==> src/rtl/ahb_slave_ctrl_pkg.sv <==
`default_nettype none
// ============================================================================
// Module      : ahb_slave_ctrl_pkg
// Description : Shared AHB-Lite codes and controller state encoding for the
//               AHB slave memory front-end.
// Revision    : 1.0 - initial release
// ============================================================================
package ahb_slave_ctrl_pkg;

    // HTRANS transfer types
    localparam logic [1:0] c_HTRANS_IDLE   = 2'b00;
    localparam logic [1:0] c_HTRANS_BUSY   = 2'b01;
    localparam logic [1:0] c_HTRANS_NONSEQ = 2'b10;
    localparam logic [1:0] c_HTRANS_SEQ    = 2'b11;

    // HSIZE transfer sizes
    localparam logic [2:0] c_HSIZE_BYTE  = 3'd0;
    localparam logic [2:0] c_HSIZE_HALF  = 3'd1;
    localparam logic [2:0] c_HSIZE_WORD  = 3'd2;
    localparam logic [2:0] c_HSIZE_DWORD = 3'd3;

    // HRESP codes
    localparam logic c_HRESP_OKAY  = 1'b0;
    localparam logic c_HRESP_ERROR = 1'b1;

    // Controller states
    typedef enum logic [2:0] {
        ST_IDLE  = 3'd0,
        ST_WDATA = 3'd1,
        ST_RDATA = 3'd2,
        ST_RWAIT = 3'd3,
        ST_RHAZ  = 3'd4,
        ST_ERR1  = 3'd5,
        ST_ERR2  = 3'd6
    } state_t;

endpackage
`default_nettype wire

==> src/rtl/ahb_slave_bsel_dec.sv <==
`default_nettype none
// ============================================================================
// Module      : ahb_slave_bsel_dec
// Description : Decodes HSIZE and the address lane bits into contiguous byte
//               enables, and flags oversize or misaligned transfers.
// Revision    : 1.0 - initial release
// ============================================================================
module ahb_slave_bsel_dec #(
    parameter int DATA_BITS = 32
) (
    input  logic [2:0]                     i_hsize,
    input  logic [$clog2(DATA_BITS/8)-1:0] i_addr_lsb,
    output logic [DATA_BITS/8-1:0]         o_bsel,
    output logic                           o_size_err,
    output logic                           o_misaligned
);

    localparam int c_NB  = DATA_BITS / 8;
    localparam int c_LSB = $clog2(c_NB);

    int w_lane;
    int w_nbytes;

    // Lane window is [lane, lane + 2^size); oversize transfers enable nothing
    always_comb begin
        w_lane       = int'(i_addr_lsb);
        w_nbytes     = 1 << i_hsize;
        o_size_err   = (int'(i_hsize) > c_LSB);
        o_misaligned = ((w_lane & (w_nbytes - 1)) != 0);
        o_bsel       = '0;
        for (int i = 0; i < c_NB; i++) begin
            o_bsel[i] = !o_size_err && (i >= w_lane) && (i < (w_lane + w_nbytes));
        end
    end

endmodule
`default_nettype wire

==> src/rtl/ahb_slave_ctrl.sv <==
`default_nettype none
// ============================================================================
// Module      : ahb_slave_ctrl
// Description : AHB-Lite slave front-end for a memory with one write port and
//               one read port. Decodes address/data phases, generates byte
//               lanes, resolves write-then-read same-word hazards, inserts
//               read wait states and produces two-cycle ERROR responses.
// Revision    : 1.0 - initial release
// ============================================================================
module ahb_slave_ctrl
    import ahb_slave_ctrl_pkg::*;
#(
    parameter int ADDR_BITS = 16,
    parameter int DATA_BITS = 32,
    parameter int READ_WAIT = 0
) (
    input  logic                   clk,
    input  logic                   reset,
    input  logic                   HSEL,
    input  logic [31:0]            HADDR,
    input  logic [1:0]             HTRANS,
    input  logic                   HWRITE,
    input  logic [2:0]             HSIZE,
    input  logic [DATA_BITS-1:0]   HWDATA,
    input  logic                   HREADY,
    output logic                   HREADYOUT,
    output logic                   HRESP,
    output logic [DATA_BITS-1:0]   HRDATA,
    output logic                   WR,
    output logic [ADDR_BITS-1:0]   ADDR_WR,
    output logic [DATA_BITS-1:0]   DIN,
    output logic [DATA_BITS/8-1:0] BSEL,
    output logic                   RD,
    output logic [ADDR_BITS-1:0]   ADDR_RD,
    input  logic [DATA_BITS-1:0]   DOUT
);

    localparam int         c_NB        = DATA_BITS / 8;
    localparam int         c_LSB       = $clog2(c_NB);
    localparam logic [1:0] c_WAIT_LOAD = (READ_WAIT > 0) ? 2'(READ_WAIT - 1) : 2'd0;
    localparam state_t     c_READ_NEXT = (READ_WAIT > 0) ? ST_RWAIT : ST_RDATA;

    state_t                r_state;
    logic [ADDR_BITS-1:0]  r_waddr;
    logic [ADDR_BITS-1:0]  r_raddr;
    logic [c_NB-1:0]       r_bsel;
    logic [1:0]            r_wcnt;
    logic [DATA_BITS-1:0]  r_hrdata;

    logic                  w_accept;
    logic                  w_decode_ok;
    logic                  w_range_err;
    logic                  w_size_err;
    logic                  w_misaligned;
    logic                  w_err;
    logic                  w_hazard;
    logic                  w_rd_now;
    logic [c_NB-1:0]       w_bsel;

    ahb_slave_bsel_dec #(
        .DATA_BITS (DATA_BITS)
    ) u_bsel_dec (
        .i_hsize      (HSIZE),
        .i_addr_lsb   (HADDR[c_LSB-1:0]),
        .o_bsel       (w_bsel),
        .o_size_err   (w_size_err),
        .o_misaligned (w_misaligned)
    );

    assign w_accept    = HSEL && HREADY &&
                         ((HTRANS == c_HTRANS_NONSEQ) || (HTRANS == c_HTRANS_SEQ));
    // States in which a new address phase can be taken
    assign w_decode_ok = (r_state == ST_IDLE)  || (r_state == ST_WDATA) ||
                         (r_state == ST_RDATA) || (r_state == ST_ERR2);
    assign w_range_err = ((HADDR >> ADDR_BITS) != '0);
    assign w_err       = w_range_err || w_size_err || w_misaligned;
    // A read of the word still being written this cycle must wait one cycle
    assign w_hazard    = (r_state == ST_WDATA) &&
                         (HADDR[ADDR_BITS-1:c_LSB] == r_waddr[ADDR_BITS-1:c_LSB]);
    assign w_rd_now    = w_accept && w_decode_ok && !HWRITE && !w_err && !w_hazard;

    // Transfer sequencing: address latching, wait counting and state advance
    always_ff @(posedge clk or negedge reset) begin
        if (!reset) begin
            r_state <= ST_IDLE;
            r_waddr <= '0;
            r_raddr <= '0;
            r_bsel  <= '0;
            r_wcnt  <= 2'd0;
        end else begin
            case (r_state)
                ST_IDLE, ST_WDATA, ST_RDATA, ST_ERR2: begin
                    if (w_accept) begin
                        if (w_err) begin
                            r_state <= ST_ERR1;
                        end else if (HWRITE) begin
                            r_state <= ST_WDATA;
                            r_waddr <= HADDR[ADDR_BITS-1:0];
                            r_bsel  <= w_bsel;
                        end else if (w_hazard) begin
                            r_state <= ST_RHAZ;
                            r_raddr <= HADDR[ADDR_BITS-1:0];
                        end else begin
                            r_state <= c_READ_NEXT;
                            r_wcnt  <= c_WAIT_LOAD;
                        end
                    end else begin
                        r_state <= ST_IDLE;
                    end
                end
                ST_RHAZ: begin
                    r_state <= c_READ_NEXT;
                    r_wcnt  <= c_WAIT_LOAD;
                end
                ST_RWAIT: begin
                    if (r_wcnt == 2'd0) begin
                        r_state <= ST_RDATA;
                    end else begin
                        r_wcnt <= r_wcnt - 2'd1;
                    end
                end
                ST_ERR1: begin
                    r_state <= ST_ERR2;
                end
                default: begin
                    r_state <= ST_IDLE;
                end
            endcase
        end
    end

    // Bus handshake and response decoded from the current state
    always_comb begin
        HREADYOUT = 1'b1;
        HRESP     = c_HRESP_OKAY;
        case (r_state)
            ST_RWAIT, ST_RHAZ: begin
                HREADYOUT = 1'b0;
            end
            ST_ERR1: begin
                HREADYOUT = 1'b0;
                HRESP     = c_HRESP_ERROR;
            end
            ST_ERR2: begin
                HRESP     = c_HRESP_ERROR;
            end
            default: begin
            end
        endcase
    end

    // Memory write port is driven only in the write data phase
    assign WR      = (r_state == ST_WDATA);
    assign ADDR_WR = r_waddr;
    assign DIN     = WR ? HWDATA : '0;
    assign BSEL    = WR ? r_bsel : '0;

    // Reads launch in the address phase, or one cycle late after a hazard
    assign RD      = w_rd_now || (r_state == ST_RHAZ);
    assign ADDR_RD = (r_state == ST_RHAZ) ? r_raddr :
                     (w_rd_now ? HADDR[ADDR_BITS-1:0] : '0);

    // Read data passes through in RDATA and is held at all other times
    assign HRDATA  = (r_state == ST_RDATA) ? DOUT : r_hrdata;

    // Hold register behind the read data mux
    always_ff @(posedge clk or negedge reset) begin
        if (!reset) begin
            r_hrdata <= '0;
        end else begin
            r_hrdata <= HRDATA;
        end
    end

    // The bus must never hand over a transfer while this slave is stalling
    a_no_accept_in_stall: assert property (@(posedge clk) disable iff (!reset)
        !(w_accept && ((r_state == ST_RWAIT) || (r_state == ST_RHAZ) || (r_state == ST_ERR1))));

endmodule
`default_nettype wire

==> config.mk <==
export PLATFORM = sky130hd
export DESIGN_NAME = ahb_slave_ctrl
export DESIGN_NICKNAME = d
export VERILOG_FILES = /design/src/rtl/ahb_slave_ctrl_pkg.sv /design/src/rtl/ahb_slave_bsel_dec.sv /design/src/rtl/ahb_slave_ctrl.sv
export SDC_FILE = /design/constraint.sdc
export NUM_CORES = 1
export LEC_CHECK = 0
export ABC_AREA = 0
export CORE_MARGIN = 4
export CORE_UTILIZATION = 39
export DETAILED_ROUTE_END_ITERATION = 10
export GPL_TIMING_DRIVEN = 0
export PLACE_DENSITY = 0.81
export SYNTH_ARGS = -nofsm -noshare
export SYNTH_HDL_FRONTEND = slang
export SYNTH_SLANG_ARGS = --single-unit
export TNS_END_PERCENT = 50
==> constraint.sdc <==
create_clock -name clk -period 3.7 [get_ports clk]
set_clock_uncertainty 0.2 [all_clocks]
set_input_delay 0.74 -clock clk [delete_from_list [all_inputs] [get_ports clk]]
set_output_delay 0.74 -clock clk [all_outputs]
set_load 0.005 [all_outputs]
==> metrics <==
Initial Util=approximately two fifths; Post-synth EDFFs=0; crit-path max FO=4; DR pass1 iterations=4; Clock Sinks=73; CTS H-tree depth=3; GRT Total Usage=a little over a fifth; clock group share of total power=28.7%; synthesized instance count=a little under 300; core area=slightly above 9000 µm²; CTS tree=done; P&R area growth vs syn=72.9%; gpl congestion=0.882; initial antenna violation count=1; synth warn=0; drt first-iter violations=78; Sw Pwr=around 560 µW; Main synth FF type=dfrtp_1; FP Rows=35; drt wl/cell=18.2 µm; largest net degree at the start of global routing=74; syn avg cell area=~13 µm²; Final Setup Violations=1; final net count=647; global-route wire length before repair=between 15 and 20 mm; Die ar.=11200 µm²; simple-gate share of the synthesized area=between 10% and 20%; Root Driver=clkbuf_8; Slew Limit Fails=0; vias in the first global route=3535; Synth cell types=48; asr flop ratio synth=100%; clk_lat worst skew=about 0.34 ns; fraction of synthesized area in multiplexers=around a fifth; Post-DP HPWL=between 9 and 10 mm; most frequent cells in the layout=157 x clkdlybuf4s50_1, 73 x dfrtp_1, 65 x mux2_2, 37 x and2_1, 22 x dlygate4sd2_1; Ports=210; Comb pwr share=~28%; ratio of cells with drive above 1 in the final layout=between 30% and 40%; Synth Area in Compound Gates=under 10%; Hold WC Path Type=reg -> reg; Placed Area=around 6000 µm²; Int Pwr=about 1.6 mW; status=finished with violations; largest cells by area after synthesis=dfrtp_1 49%, mux2_2 20%, and2_1 6.2%; CP Data Arrival Time=approximately 2.8 ns; Synth Area in Adders=1.87%; total number of vias=3282; Routed WL=12.2 mm; Critical Path End Type=output pin; Synth area leader=dfrtp_1; Worst-path clk slew=~0.080 ns; MaxCap Viol Count=0; Setup CP Type=in -> out; Die Y=roughly 110 µm; Via density=roughly 4.9; Fin Setup TNS=-0.000996 ns; Die W=106 µm; sequential share of power=roughly 43%; min setup slack post-route=-0.000996 ns; post-synthesis cell area=3750 µm²; DRC Markers=0; sw frac=roughly 25%; most common cell after layout, fill and taps aside=clkdlybuf4s50_1; largest family of logic cells by synthesized area=multiplexers; Worst EP required=about 2.8 ns; violated checks=setup timing; ANT nets after route=0; Final min period=between 3 and 4 ns; Synth Area in XOR/XNOR=around 3.5%; Static Leak=roughly 3.0 nW; critical path launch point type=input pin; RSZ-0062 raised after global routing=true; flops & latches, synth=73; CTS max path bufs=2; Max VDD drop=approximately 0.36 mV; Slew @ Worst Pin=around 0.91 ns; I/O Buffers=~210; Final Hold Fails=0; Final Cycle Share=100%; sequential area share after synthesis=approximately 49%; maximum clock rate=270 MHz; PD cells=338 nW/µm²; total grt overflow=0; final std cell area, no fill=about 6500 µm²; share of the synthesized area in the top cell type=48.7%; Max-slew headroom=around 40%; Post-Syn Nets=406; total CTS buffers=9
-- repair_timing --
| action | in CTS | in global routing |
|---|---|---|
| gates cloned | 1 | 0 |
| setup buffers | 18 | 4 |
| pin swaps | 14 | 8 |
| hold buffers | 0 | 0 |
| resized for setup | 119 | 37 |
| setup endpoints to repair | 47 | 46 |
-- area by class of cell --
type	instances	area, µm²
timing repair buffer	230	2210
fill	672	2810
tap	129	161
multi-input combinational	204	1980
buffer	14	82.6
antenna	1	2.50
sequential	73	1830
clock buffer	9	124
clock inverter	7	76.3
inverter	4	15.0
-- per-layer routing --
layer	up-vias	track usage [%]	share of wire (%)
met3	20	7.95	9.5
met1	1565	22.3	36
met2	163	39.8	53
li1	1534	-	-
met5	-	0	0
met4	0	5.74	2.0
-- power groups by stage --
stage | sequential [mW] | clock, mW | combinational (mW)
after floorplan | 0.943 | 0 | 0.207
after global placement | 0.951 | 0 | 0.615
after detailed placement | 0.956 | 0 | 0.622
after CTS | 0.940 | 0.647 | 0.628
after global routing | 0.951 | 0.688 | 0.681
final | 0.939 | 0.628 | 0.625
-- synthesized netlist by cell type (2+ instances only) --
master	n
a21o_1	2
clkbuf_1	7
nand3_1	4
mux2_1	4
and2_1	37
nor3_1	5
nand2_1	5
inv_1	4
ha_1	4
buf_4	2
nor2b_1	2
a21o_2	2
dfrtp_1	73
buf_2	3
xnor2_1	14
nand4_1	6
a22o_2	6
mux2_2	65
nor2_1	7
nor4_4	2
a22o_1	10
nor3b_1	3
or4_1	2
nor4_1	2
-- state kept, by name, summed over array words and instances (netlist names) --
| register | flops |
|---|---|
| r_wcnt | 2 |
| r_hrdata | 32 |
| ADDR_WR | 16 |
| r_state | 3 |
| r_bsel | 4 |
| r_raddr | 16 |
-- cells by family (layout without fill, tap and decap cells) --
logic type      Yosys count  in the layout
compound gates           28             28
xor+xnor                 15             15
fa+ha+maj                 5              5
buf+inv                  18            264
flops                    73             73
mux                      69             69
other cells               0              1
simple gates             87             87
-- stage by stage --
| step | instances | worst slack, ns | hold slack (ns) | utilization [%] | power, mW |
|---|---|---|---|---|---|
| 2_1_floorplan | 295 | 0.201 | 0.244 | - | 1.15 |
| 3_5_place_dp | 632 | -1.28 | 0.284 | 64.5 | 1.58 |
| 5_1_grt | 671 | -0.0956 | 0.317 | 69.8 | 2.32 |
| 4_1_cts | 667 | -0.0297 | 0.305 | 68.5 | 2.22 |
| 6_report | 671 | -0.000996 | 0.301 | 69.8 | 2.19 |
| 3_3_place_gp | 632 | -1.23 | 0.275 | 64.5 | 1.57 |
-- worst max-delay path, cell delays in order --
cell	delay, ns
buf_8	0.11
nor3_4	0.20
inv_2	0.07
ha_4	0.16
nor2_4	0.09
nand4b_4	0.14
nor4_4	0.33
nor4b_4	0.38
buf_4	0.21
buf_6	0.10
a22o_1	0.14
buf_6	0.11
-- final timing paths --
kind | depth (start not counted) | start | slack (ns) | end
max reg2reg | 7 | r_state[2] | 1.08 | r_raddr[15]
min reg2reg | 1 | r_hrdata[12] | 0.30 | r_hrdata[12]
max | 12 | HSIZE[2] | -0.001 | ADDR_RD[7]
min | 1 | r_hrdata[12] | 0.30 | r_hrdata[12]
max in group asynchronous | 1 | reset | 2.37 | ADDR_WR[3]
min in group asynchronous | 1 | reset | 0.31 | r_hrdata[22]
(Power assumes the default switching activity.)
